`src/rtl/fp64_seq_pkg.sv`:
```
// Shared state encoding and exponent field bounds for the fp64 pair sequencer.
package fp64_seq_pkg;
  typedef enum logic [2:0] {IDLE, RDLO, RDHI, EXEC, WBLO, WBHI, DONE} state_t;
  localparam int EXP_MSB = 62;
  localparam int EXP_LSB = 52;
endpackage

```
`src/rtl/fp64_zero_bypass.sv`:
```
// Result select that passes the other operand through when one has a zero exponent,
// since the adder assumes an implicit leading one.
module fp64_zero_bypass
  import fp64_seq_pkg::*;
#(
  parameter int WORD = 32
) (
  input  logic [2*WORD-1:0] srcA,
  input  logic [2*WORD-1:0] srcB,
  input  logic [2*WORD-1:0] sum,
  output logic [2*WORD-1:0] res
);
  always_comb begin
    res = sum;
    if (srcA[EXP_MSB:EXP_LSB] == '0)      res = srcB;
    else if (srcB[EXP_MSB:EXP_LSB] == '0) res = srcA;
  end
endmodule

```
`src/rtl/fp64_pair_sequencer.sv`:
```
// Gathers two fp64 operands from even/odd register pairs, holds them for the external
// adder, and writes the result back in two halves. FP64_SEQ_ZERO_BYPASS_EN enables zero bypass.
module fp64_pair_sequencer
  import fp64_seq_pkg::*;
#(
  parameter int REG_AW = 4,
  parameter int WORD   = 32
) (
  input  logic                clk,
  input  logic                reset,
  input  logic                start,
  input  logic [REG_AW-1:0]   rn,
  input  logic [REG_AW-1:0]   rm,
  input  logic [REG_AW-1:0]   rd,
  output logic [REG_AW-1:0]   ra1,
  output logic [REG_AW-1:0]   ra2,
  input  logic [WORD-1:0]     rd1,
  input  logic [WORD-1:0]     rd2,
  output logic [2*WORD-1:0]   srcA,
  output logic [2*WORD-1:0]   srcB,
  input  logic [2*WORD-1:0]   sum,
  output logic [REG_AW-1:0]   wa,
  output logic [WORD-1:0]     wd,
  output logic                we,
  output logic                busy,
  output logic                done,
  output logic                err
);
  localparam logic [REG_AW-1:0] ONE = REG_AW'(1);

  state_t state, stateNext;
  logic [REG_AW-1:0] rnQ, rmQ, rdQ;
  logic              errQ;
  logic [2*WORD-1:0] result, resultNext;

`ifdef FP64_SEQ_ZERO_BYPASS_EN
  fp64_zero_bypass #(.WORD(WORD)) uBypass (
    .srcA(srcA), .srcB(srcB), .sum(sum), .res(resultNext)
  );
`else
  assign resultNext = sum;
`endif

  always_ff @(posedge clk or negedge reset) begin
    if (!reset) begin
      state  <= IDLE;
      rnQ    <= '0;
      rmQ    <= '0;
      rdQ    <= '0;
      errQ   <= 1'b0;
      srcA   <= '0;
      srcB   <= '0;
      result <= '0;
    end else begin
      state <= stateNext;
      case (state)
        IDLE: if (start) begin
          rnQ  <= rn;
          rmQ  <= rm;
          rdQ  <= rd;
          errQ <= rn[0] | rm[0] | rd[0];
        end
        RDLO: begin
          srcA[WORD-1:0] <= rd1;
          srcB[WORD-1:0] <= rd2;
        end
        RDHI: begin
          srcA[2*WORD-1:WORD] <= rd1;
          srcB[2*WORD-1:WORD] <= rd2;
        end
        EXEC:    result <= resultNext;
        default: ;
      endcase
    end
  end

  always_comb begin
    stateNext = state;
    ra1  = '0;
    ra2  = '0;
    wa   = '0;
    wd   = '0;
    we   = 1'b0;
    busy = (state != IDLE);
    done = 1'b0;
    err  = 1'b0;
    case (state)
      IDLE: if (start) stateNext = (rn[0] | rm[0] | rd[0]) ? DONE : RDLO;
      RDLO: begin
        ra1 = rnQ;
        ra2 = rmQ;
        stateNext = RDHI;
      end
      RDHI: begin
        ra1 = rnQ + ONE;
        ra2 = rmQ + ONE;
        stateNext = EXEC;
      end
      EXEC: stateNext = WBLO;
      WBLO: begin
        we = 1'b1;
        wa = rdQ;
        wd = result[WORD-1:0];
        stateNext = WBHI;
      end
      WBHI: begin
        we = 1'b1;
        wa = rdQ + ONE;
        wd = result[2*WORD-1:WORD];
        stateNext = DONE;
      end
      DONE: begin
        done = 1'b1;
        err  = errQ;
        stateNext = IDLE;
      end
      default: stateNext = IDLE;
    endcase
  end
endmodule

```
`config.mk`:
```
export PLATFORM = sky130hd
export DESIGN_NAME = fp64_pair_sequencer
export DESIGN_NICKNAME = d
export VERILOG_FILES = /design/src/rtl/fp64_seq_pkg.sv /design/src/rtl/fp64_zero_bypass.sv /design/src/rtl/fp64_pair_sequencer.sv
export SDC_FILE = /design/constraint.sdc
export NUM_CORES = 1
export LEC_CHECK = 0
export ABC_AREA = 1
export BUFFER_PORTS_ARGS = -buffer_cell sky130_fd_sc_hd__buf_2
export CAP_MARGIN = 20
export CORE_UTILIZATION = 49
export DETAILED_ROUTE_END_ITERATION = 10
export PLACE_DENSITY = 0.77
export SLEW_MARGIN = 30
export SYNTH_ARGS = -nofsm -noshare
export SYNTH_HDL_FRONTEND = slang
export SYNTH_HIERARCHICAL = 1
export SYNTH_SLANG_ARGS = --single-unit
```
`constraint.sdc`:
```
create_clock -name clk -period 1.6 [get_ports clk]
set_input_delay 0.32 -clock clk [delete_from_list [all_inputs] [get_ports clk]]
set_output_delay 0.32 -clock clk [all_outputs]
set_load 0.005 [all_outputs]
```
After elaboration in Yosys (flattened, before gate mapping). Index checks and enable logic that the tools add are counted. W data, S select, Z words.

Flip-flop bits (word level): 208. Input port bits: 143. Word-level logic and storage cells: 36.

Add/sub/neg operators: 3. Equality and inequality tests: 7. Mux-type cells: 10. Bitwise operators: 2. Reduce and logical (&&, ||, !) cells: 4.

Operators with widths (count): $pmux W32 S2 (1); $pmux W4 S2 (3); $pmux W3 S6 (1); $add A4 B1 Y4 const B (3); $eq A3 B3 Y1 const B (3); $eq A3 B2 Y1 const B (2); $mux W3 (2); $eq A3 B1 Y1 const B (1); $logic_not A3 Y1 (1); $mux W1 (3); $reduce_bool A3 Y1 (1); $ne A2 B2 Y1 const B (1); $or A1 B1 Y1 (2); $reduce_and A2 Y1 (1); $reduce_or A2 Y1 (1).

Depth between registers and ports, before layout.
Depth after elaboration: 5. Gate-level depth with buffers: 8. Mapped depth without buffers: 6.

Worst setup path after synthesis. OpenSTA, ideal clock, no wires.

Path type: register to output. Start: register state[1]. End: output ra1[3]. Arrival: 1.177 ns. Slack: 0.103 ns. Stages on the path, launching flop included: 8. Path through: dfrtp_1 -> inv_2 -> nand2_2 -> nor2_4 -> inv_2 -> buf_6 -> buf_6 -> o21ai_1.

Longest elaborated chain between the ends: 2. Elaborated cells on any way between the ends: 3. Classes of those cells: 2 x eq/ne; 1 x mux.

RTL lines: start: declaration (RTL line fp64_pair_sequencer.sv:31) `state_t state, stateNext;`; start signal: assignment (RTL line fp64_pair_sequencer.sv:55) `state <= stateNext;`; $eq A3 B2 Y1 / $eq A3 B1 Y1 (equally long branches) (RTL line fp64_pair_sequencer.sv:87) `case (state)`; $pmux W4 S2 (*) (RTL line fp64_pair_sequencer.sv:87); end: declaration (RTL line fp64_pair_sequencer.sv:15) `output logic [REG_AW-1:0] ra1,`.

Every way passes the cells marked *; elsewhere a longest branch is shown, timed or not.

Worst setup path after layout.
Start: register state[1]. End: output wd[15].

Longest elaborated chain between the ends: 2. Elaborated cells on any way between the ends: 3. Classes of those cells: 2 x eq/ne; 1 x mux.

RTL lines: $eq A3 B3 Y1 (RTL line fp64_pair_sequencer.sv:87); $pmux W32 S2 (*) (RTL line fp64_pair_sequencer.sv:87); end: declaration (RTL line fp64_pair_sequencer.sv:23) `output logic [WORD-1:0] wd,`.

Marks and branches as above.

==> summary.md <==
| Metric | Value |
|---|---|
| Status | finished, violations left |
| Failing checks | negative setup slack |
| Post-synthesis adder-cell area fraction | 0.440% |
| Slew margin rel. | 74.9% |
| Initial Utilization | 50.9% |
| Worst path cell trace | buf_4 > nor2_4 > buf_6 > nand3_1 > nand2_1 > buf_2 |
| Yosys warns | 6 |
| Final-report hold violation count | 0 |
| Data arrival, critical path | 1.72 ns |
| Root buf cell | clkbuf_16 |
| Power per cell area | 2060 nW/µm² |
| Sequential-to-total area share from yosys stat | 61.0% |
| Area growth from synthesis to final layout | 38.3% |
| Final RePlAce weighted congestion | 0.843 |
| CP endpoint kind | output pin |
| Crit path launch type | register |
| Die ar. | 17900 µm² |
| Final Slew Violations | 0 |
| Tot GR Track Use | 26.7% |
| Total global routing overflow | 0 |
| Yosys cell types | 24 |
| Highest Clock Rate | 0.489 GHz |
| Worst Clk Skew | 0.00687 ns |
| CTS clock-pin slew for the worst setup and hold paths | 0.06 ns |
| Site row count | 47 |
| MaxCap Viol Count | 0 |
| Initial drt markers | 409 |
| Buffer depth of the longest clock path | 3 |
| Vias in the first global route | 7379 |
| Syn Std Cell Area | 8530 µm² |
| DP Worst Slack | -0.178 ns |
| Post-Syn Nets | 1132 |
| Final #Nets | 1472 |
| CTS buffer count | 22 |
| # IOs | 319 |
| Routed len/inst | 16.2 µm |
| RSZ-0062 raised after global routing | yes |
| Input/output buffers | 318 |
| Detailed Place HPWL | 16800 µm |
| Sink Count | 208 |
| Die W | 134 µm |
| Skew-Pair Late Insertion Delay | 0.50 ns |
| Critical-path top delay cell | dfrtp_1 |
| Synthesized flop and latch total | 208 |
| First-pass iteration count of the detailed router | 6 |
| Xor and xnor area share after synthesis | 0.308% |
| Tcrit/Tclk final | 128% |
| CTS tree | built |
| CP max FO | 10 |
| CTS H-tree depth | 1 |
| Drt drc | 0 |
| Max VDD drop | 0.00113 V |
| Hold WC Path Type | in -> reg |
| Endpoints failing setup | 48 |
| Post-synthesis simple-gate area fraction | 22.8% |
| Die Ht | 134 µm |
| Compound-gate portion of the synthesized area | 8.83% |
| Fin worst setup slack | -0.443 ns |
| Slew @ Worst Pin | 0.377 ns |
| WS Path Type | reg -> out |
| Antenna viol nets, final | 0 |
| Most frequent cells in the layout | 423 x nand2_1, 312 x buf_2, 205 x dfrtp_1, 103 x o21ai_0, 73 x inv_1 |
| Vias/cell | 5.00 |
| Post-synthesis instance total | 986 |
| Leakage power | 6.66 nW |
| Worst stage delay on the critical path | 0.40 ns |
| DP Area | 10500 µm² |
| Total Power | 24.3 mW |
| # placed instances | 1499 |
| Layout fillers | 1305 |
| Mux contribution to synthesized area | 0% |
| CP required | 1.28 ns |
| Layout cell share with drive strength beyond 1 | 33.6% |
| Final wirelength | 25400 µm |
| Largest family of logic cells by synthesized area | simple AND/OR/NAND/NOR gates |
| Largest net degree at the start of global routing | 84 |
| Most common cell after layout, fill and taps aside | nand2_1 |
| Design Area, Final | 11800 µm² |
| Initial antenna violation count | 5 |
| Layout Cells excl Fill | 1565 |
| Vias | 7830 |
| Core box area | 16800 µm² |
| Crit path time final | 2.04 ns |
| Mean Syn Cell Area | 8.65 µm² |
| First-pass GRT wire length | 38000 µm |
-- metrics by stage --
stage	TNS, ns	hold slack, ns	util, %
final	-19.00	0.0215	70.4
after global routing	-23.01	0.0158	70.4
after CTS	-18.52	0.0126	68.1
after detailed placement	-0.283	0.282	62.6
after global placement	-0.260	0.275	62.6
after floorplan	0	0.0244	-
-- repair_timing --
item,CTS,global route
gates resized for setup,44,36
gates cloned,1,7
setup buffers,6,9
setup endpoints to repair,48,121
hold buffers,1,0
pin swaps,5,7
endpoints found under the hold margin,35,0
-- sequential cells by signal, summed over array words and instances, names as in the netlist --
| register | count |
|---|---|
| rdQ | 4 |
| result | 64 |
| srcA | 64 |
| errQ | 1 |
| state | 3 |
| srcB | 64 |
| rnQ | 4 |
| rmQ | 4 |
-- Yosys cell counts --
| library cell | n | area share (%) |
|---|---|---|
| a21oi_1 | 2 | 0.12 |
| o21ai_2 | 6 | 0.62 |
| nor3_1 | 1 | 0.059 |
| nand3_1 | 42 | 2.5 |
| nand3_2 | 1 | 0.12 |
| inv_2 | 4 | 0.18 |
| o21ai_1 | 26 | 1.5 |
| buf_2 | 22 | 1.3 |
| buf_1 | 3 | 0.13 |
| clkbuf_1 | 21 | 0.92 |
| ha_1 | 3 | 0.44 |
| buf_6 | 2 | 0.26 |
| nand2_2 | 2 | 0.15 |
| nand4_1 | 3 | 0.22 |
| o21ai_0 | 112 | 6.6 |
| dfrtp_1 | 208 | 61 |
| buf_4 | 5 | 0.44 |
| inv_1 | 76 | 3.3 |
| nor2_1 | 8 | 0.35 |
| nor4_1 | 1 | 0.073 |
| nor2_4 | 2 | 0.26 |
| xnor2_1 | 3 | 0.31 |
| nand2_1 | 431 | 19 |
| nor2_2 | 2 | 0.15 |
-- area by class of cell --
cell class | count | area (µm²) | area share (%)
timing repair buffer | 369 | 2350 | 20.0
inverter | 80 | 313 | 2.65
sequential | 208 | 5210 | 44.2
tap | 220 | 275 | 2.33
antenna | 4 | 10.0 | 0.0849
clock buffer | 33 | 653 | 5.54
multi-input combinational | 645 | 2940 | 24.9
clock inverter | 6 | 38.8 | 0.329
-- power by group --
group / leakage [nW] / internal [mW] / total (mW) / switching (mW)
Clock: 0.335 / 2.82 / 4.85 / 2.03
Combinational: 3.78 / 4.37 / 9.93 / 5.56
Sequential: 2.55 / 7.91 / 9.49 / 1.58
Total: 6.66 / 15.1 / 24.3 / 9.17
-- final timing paths --
kind / from / to / slack [ns] / cells after the start
worst max-delay path: state[1] / wd[15] / -0.44 / 6
worst min-delay path: sum[53] / result[53] / 0.02 / 3
worst max register to register: state[1] / rmQ[3] / 0.01 / 8
worst min register to register: result[30] / result[30] / 0.47 / 2
max in group asynchronous: reset / result[21] / 0.68 / 3
min in group asynchronous: reset / srcB[23] / 0.32 / 2
-- kinds of logic after synthesis --
family          after synthesis
buf+inv                     133
simple gates                493
flops                       208
compound gates              146
fa+ha+maj                     3
xor+xnor                      3
-- per-layer routing --
layer  GRT usage, %  part of all wire (%)
met1           34.5                    39
met2           43.6                    49
met3           6.05                   8.8
met4           10.9                   3.6
met5              0                 0.047
-- worst max-delay path, delay by kind of cell (launching register included) --
kind	cells	cell delay (ns)
buffers and inverters	3	0.44
DFF	1	0.40
and+or+nand+nor	3	0.39
Note: power is estimated with default switching activity, not from simulation.
